`config.mk`:
```
export PLATFORM = sky130hd
export DESIGN_NAME = sysid_timeout_ctr
export DESIGN_NICKNAME = d
export VERILOG_FILES = /design/src/rtl/sysid_timeout_ctr.sv
export SDC_FILE = /design/constraint.sdc
export NUM_CORES = 1
export LEC_CHECK = 0
export BUFFER_PORTS_ARGS = -buffer_cell sky130_fd_sc_hd__buf_2
export CORE_MARGIN = 5
export CORE_UTILIZATION = 35
export DETAILED_ROUTE_END_ITERATION = 10
export PLACE_DENSITY = 0.58
export SYNTH_ARGS = -nofsm -noshare
export SYNTH_HDL_FRONTEND = slang
export SYNTH_SLANG_ARGS = --single-unit
```
`constraint.sdc`:
```
create_clock -name clock -period 2.9 [get_ports clock]
set_clock_uncertainty 0.15 [all_clocks]
set_input_delay 0.145 -clock clock [delete_from_list [all_inputs] [get_ports clock]]
set_output_delay 0.145 -clock clock [all_outputs]
set_load 0.005 [all_outputs]
```
`src/rtl/sysid_timeout_ctr.sv`:
```
// Loadable up-counter for the read-response timeout.
// tc is high while the count sits at LIMIT-1, so a wait window lasts exactly LIMIT cycles.
module sysid_timeout_ctr #(
    parameter int unsigned LIMIT = 255
) (
    input  logic clock,
    input  logic reset_n,
    input  logic load,
    input  logic en,
    output logic tc
);
    localparam int unsigned W = $clog2(LIMIT + 1);
    localparam logic [W-1:0] TC_VAL = W'(LIMIT - 1);

    logic [W-1:0] count_q, count_d;

    assign tc = (count_q == TC_VAL);

    always_comb begin
        count_d = count_q;
        if (load) begin
            count_d = '0;
        end else if (en && !tc) begin
            count_d = count_q + W'(1);
        end
    end

    always_ff @(posedge clock or negedge reset_n) begin
        if (!reset_n) begin
            count_q <= '0;
        end else begin
            count_q <= count_d;
        end
    end
endmodule

```
==> metrics, run 1 <==
Ports=5; max-cap viol count=0; Slowest-stage cell, CP=dfrtp_1; die area=2350 um2; WL/cell=13.4 um; Synth Flop Type=dfrtp_1; filler-free cell count of the finished design=75; element type at the critical path end=flop; fillers=140; total CTS buffers=3; Root Driver=clkbuf_4; setup TNS=0 ns; nets@finish=68; DR iter-0 viols=8; Bufs and invs on worst path=1; Post-DRT Antenna Nets=0; area growth from synthesis to layout=11.6%; Cell Pwr Density=385 nW/um2; Netlist cell types=25; H-tree depth=1; Mean Syn Cell Area=9.62 um2; Worst-Skew Late Latency=0.25 ns; arrival time worst endpoint=1.67 ns; post-detail-place hpwl=758 um; vias in the first global route=414; max-slew violations=0; initial antenna violation count=0; GPL Wtd Cong=0.770; CP peak stage delay=0.39 ns; yosys warns=0; Die Y=48.5 um; Post-synth EDFFs=0; WP depth=5; WHS Path Cells=2; largest net degree at the start of global routing=13; Initial Utilization=0.385; cells after synthesis=54; largest register by flop count=count_q; flops & latches, synth=8; total power draw=223 uW; via/cell ratio=5.61; Total Wirelength=1.01 mm; vias=421; Synth async-reset ratio=1.00; CTS max path bufs=2; global-route wire length before repair=1.80 mm; P_leak=0.000265 uW; min Tclk post-route=1.69 ns; Final setup viols=0; core box area=1350 um2; minimum hold slack=0.0579 ns; Post-Syn Area=519 um2; CP max FO=5; Cell Rows=13; WP data required=2.88 ns; Post-CTS Setup Bufs=0; CP startpoint kind=flop; Worst-path clk slew=0.05 ns; RSZ-0062 raised after global routing=false; Yosys top cell area share=0.386; Largest register FFs=8; largest registers=count_q x8; top post-synthesis cells by area=dfrtp_1 39%, mux2_4 8.7%, nor2_1 5.1%; multi-input logic area=300 um2; Slew headroom=0.836; layout cells sized above 1=0.233; post-synthesis net count=60; Max IR drop VDD=0.279 mV; die width=48.5 um; CTS tree=yes; Initial DRT Pass Iterations=4; Final Cycle Share=0.582; antenna cells=0; TritonCTS Sinks=8; Seq/Total Area, Yosys=0.386; GR Util All Layers=0.0994; grt total ovfl=0; critical-path cell list=inv_1 -> ha_1 -> and3_1 -> a21oi_2 -> mux2_4; I/O Buffers=4; reg2reg path depth=5; Reg area=200 um2; CP delay by family, top=flip-flops; Achievable Freq=592 MHz; drt drc=0; Cells after DPL=71; worst slew pin tran=0.246 ns; worst hold path type=input port to flop; Final Hold Fails=0; cell taking the most area after synthesis=dfrtp_1; CP Class=flop to flop; fin util=0.429; status=complete, no violations
where the power goes:
group / internal, uW / switching (uW) / total [uW]
Sequential: 115 / 3.56 / 118
Clock: 47.2 / 35.5 / 82.7
Combinational: 9.15 / 12.7 / 21.9
Total: 171 / 51.8 / 223
path summary, 6_finish.rpt:
kind	from	end	slack, ns
setup / recovery	count_q[0]	count_q[4]	1.21
hold / removal	load	count_q[5]	0.06
setup reg to reg	count_q[0]	count_q[4]	1.21
hold reg to reg	count_q[1]	count_q[1]	0.44
max in group asynchronous	reset_n	count_q[2]	2.32
min in group asynchronous	reset_n	count_q[5]	0.12
cell type report:
type	instances	share of cell area
clock buffer	3	0.0389
inverter	2	0.0130
multi-input combinational	42	0.518
sequential	8	0.346
tap	15	0.0324
timing repair buffer	5	0.0518
cell families after synthesis:
logic type	count (synthesis)	synth area share
compound gates	12	0.164
fa+ha+maj	2	0.0482
buf+inv	4	0.0361
flops	8	0.386
mux	4	0.108
simple gates	24	0.258
cells in the final DEF, fill, tap and decap left out:
master	count
nand4_1	2
o31ai_1	1
dlygate4sd3_1	1
a21boi_0	1
dfrtp_1	8
o211a_1	1
mux2_4	3
mux2_2	1
a31oi_1	2
nand2_1	2
nor3b_1	1
clkbuf_4	3
a21oi_1	2
buf_2	4
nor2_1	7
nor2b_1	4
a211oi_1	2
and4_1	1
nand3_1	3
or3_1	1
a21oi_2	2
inv_1	2
ha_1	2
and3_1	2
nand4_2	1
o21ai_1	1
per-stage QoR:
stage | area, um2 | worst slack, ns
2_1_floorplan | 519 | 1.31
6_report | 579 | 1.21
5_1_grt | 579 | 1.13
3_5_place_dp | 547 | 1.22
4_1_cts | 579 | 1.21
3_3_place_gp | 547 | 1.25
synth_stat cells, drive strengths merged (2+ instances only):
| library cell | instances |
|---|---|
| a21oi | 4 |
| nand4 | 3 |
| nor2 | 7 |
| nand3 | 3 |
| inv | 2 |
| nor2b | 4 |
| ha | 2 |
| nand2 | 2 |
| and3 | 2 |
| dfrtp | 8 |
| a211oi | 2 |
| mux2 | 4 |
| a31oi | 2 |
layer usage:
metal	track usage	routed length, um	up-vias
li1	-	-	212
met1	0.121	489	196
met2	0.143	456	11
met5	0	0	-
met4	0.0538	23	0
met3	0.0459	39	2
repair_timing:
item / in CTS / in global routing
resized for setup: 0 / 0
endpoints found under the hold margin: 8 / 0
endpoints found under the setup margin: 0 / 0
hold buffers: 1 / 0
(Power assumes the default switching activity.)
==> run 2, diff against run 1 <==
--- a/config.mk
+++ b/config.mk
@@ -5,11 +5,12 @@
 export SDC_FILE = /design/constraint.sdc
 export NUM_CORES = 1
 export LEC_CHECK = 0
+export ABC_AREA = 1
 export BUFFER_PORTS_ARGS = -buffer_cell sky130_fd_sc_hd__buf_2
 export CORE_MARGIN = 5
 export CORE_UTILIZATION = 35
 export DETAILED_ROUTE_END_ITERATION = 10
-export PLACE_DENSITY = 0.58
+export PLACE_DENSITY = 0.6
 export SYNTH_ARGS = -nofsm -noshare
 export SYNTH_HDL_FRONTEND = slang
 export SYNTH_SLANG_ARGS = --single-unit
==> constraint.sdc (replaced) <==
create_clock -name clock -period 1.5 [get_ports clock]
set_clock_uncertainty 0.15 [all_clocks]
set_input_delay 0.075 -clock clock [delete_from_list [all_inputs] [get_ports clock]]
set_output_delay 0.075 -clock clock [all_outputs]
set_load 0.005 [all_outputs]
==> run 2 against run 1 <==
  * Die area shrank 1.3%
  * First-iteration DRC count grew 38%
  * Design area grew 13%
  * Synthesized cell count grew 31%
  * Via count grew 11%
==> metrics, run 2 <==
Final setup viols=0; multiplexer share of the synthesized area=0; Final Cycle Share=0.976; fin util=0.489; Ports=5; post-detail-place hpwl=768 um; grt total ovfl=0; commonest non-fill, non-tap cell in the layout=nand2_1; CP startpoint kind=flop; largest register by flop count=count_q; largest net degree at the start of global routing=9; Initial DRT Pass Iterations=4; count leader, synth=nand2_1; worst slew pin tran=0.349 ns; area growth from synthesis to layout=27.7%; total CTS buffers=3; WP data required=1.27 ns; GR Util All Layers=0.119; flops & latches, synth=8; die width=48.2 um; commonest cells in the netlist=25 x nand2_1, 8 x dfrtp_1, 8 x nor2_1; Worst R2R Setup Slack=0.05 ns; Seq/Total Area, Yosys=0.392; switch share=0.270; Root Driver=clkbuf_4; vias in the first global route=418; CP delay by family, top=flip-flops; fillers=110; Synth Area in Simple Gates=0.419; WL/cell=11.3 um; core box area=1330 um2; CP max FO=3; die area=2320 um2; M1 GR Usage=0.158; Netlist cell types=14; Post-Syn Area=510 um2; Slowest-stage cell, CP=dfrtp_1; CTS max path bufs=2; RSZ-0062 raised after global routing=true; grt met3 use=0.0332; CP Class=flop to output pin; yosys warns=0; power share of the sequential group=0.480; layout cells sized above 1=0.286; Yosys top cell area share=0.392; Die Y=48.2 um; status=complete, no violations; via/cell ratio=4.71; max-cap viol count=0; Slew headroom=0.767; Bufs and invs on worst path=3; clock network fraction of design power=0.366; Worst-path clk slew=0.06 ns; Synth Flop Type=dfrtp_1; Synth async-reset ratio=1.00; min Tclk post-route=1.46 ns; Post-DRT Antenna Nets=0; Final Hold Fails=0; P_leak=0.000332 uW; Largest register FFs=8; max-slew violations=0; Post-Synth XOR/XNOR Area=0.0515; Achievable Freq=683 MHz; TritonCTS Sinks=8; element type at the critical path end=output pin; I/O Buffers=4; initial antenna violation count=0; Psw=129 uW; Max IR drop VDD=0.356 mV; vias=466; top post-synthesis cells by area=dfrtp_1 39%, nand2_1 18%, nand3_1 6.9%; GR peak layer=met1; H-tree depth=1; critical-path cell list=inv_2 -> ha_4 -> nand2_2 -> nor2_4 -> nand2_2 -> inv_2 -> buf_6; post-synthesis adder-cell area fraction=0.0490; M2 GR Usage=0.156; Pint=349 uW; drt drc=0; DR iter-0 viols=11; largest family of logic cells by synthesized area=simple AND/OR/NAND/NOR gates; Cell Pwr Density=733 nW/um2; commonest non-fill, non-tap cells in the layout=24 x nand2_1, 8 x nor2_1, 7 x nand3_1, 7 x dfrtp_1, 5 x inv_1; global-route wire length before repair=1.79 mm; largest registers=count_q x8; Synth Area in Compound Gates=0.0196; worst hold path type=input port to async pin; combinational share of power=0.154; Post-synth EDFFs=0; arrival time worst endpoint=1.24 ns; cells after synthesis=71; Total Wirelength=1.12 mm; GPL Wtd Cong=0.778; cell taking the most area after synthesis=dfrtp_1; Initial Utilization=0.383; nets@finish=92; post-synthesis net count=77; CTS tree=yes; Cell Rows=13; Mean Syn Cell Area=7.19 um2; CP peak stage delay=0.38 ns; total power draw=478 uW; Worst-Skew Late Latency=0.26 ns; antenna cells=0
-- run 2: changes by cell type after synthesis, moves of 2 or more --
cell / previous run / this run
a21oi_2: 2 / 0
nand2_1: 2 / 25
nand3_1: 3 / 7
inv_1: 2 / 7
mux2_4: 3 / 0
a211oi_1: 2 / 0
nand2_2: 0 / 3
nor2b_1: 4 / 0
and3_1: 2 / 0
nor2_2: 0 / 2
xor2_1: 0 / 3
a31oi_1: 2 / 0
-- run 2: kinds of logic after synthesis --
family          after synthesis
fa+ha+maj                     2
xor+xnor                      3
buf+inv                       8
simple gates                 48
flops                         8
compound gates                2
-- run 2: path summary, 6_finish.rpt --
check,startpoint,end,depth (start not counted)
min,reset_n,count_q[4],2
max,count_q[0],tc,7
max reg2reg,count_q[1],count_q[0],6
min in group clock,en,count_q[5],4
min reg2reg,count_q[7],count_q[7],2
max in group asynchronous,reset_n,count_q[2],2
-- run 2: final cells by class --
class | count | area [um2] | share of cell area
timing repair buffer | 10 | 76.3 | 0.117
multi-input combinational | 55 | 298 | 0.457
inverter | 8 | 35.0 | 0.0537
sequential | 8 | 201 | 0.309
clock buffer | 3 | 22.5 | 0.0345
tap | 15 | 18.8 | 0.0288
-- run 2: power by group through the flow --
stage                     Sequential, uW  Clock (uW)  Combinational, uW
after global placement               234           0               44.1
after floorplan                      232           0               27.2
after CTS                            229         177               68.8
after detailed placement             234           0               44.7
after global routing                 229         185               81.9
final                                229         175               73.6
-- run 2: metrics by stage --
stage,cell area (um2),std cells,hold slack [ns],setup slack (ns),setup TNS [ns]
after CTS,629,98,0.0350,0.00155,0
after detailed placement,549,90,-0.216,-0.00823,-0.00823
final,652,99,0.0296,0.0360,0
after global routing,652,99,0.0646,-0.0356,-0.107
after global placement,549,90,-0.215,0.0152,0
after floorplan,510,71,-0.371,0.143,0
-- run 2: metal layers --
layer,up-vias,part of all wire
li1,249,-
met1,202,0.49
met2,9,0.42
met3,6,0.056
met4,0,0.037
met5,-,0
-- run 2: repair_timing --
| action | CTS | global route |
|---|---|---|
| endpoints found under the setup margin | 2 | 8 |
| pin swaps | 2 | 1 |
| resized for setup | 4 | 5 |
| endpoints found under the hold margin | 11 | 0 |
| buffers inserted | 3 | 1 |
| hold buffers | 2 | 0 |
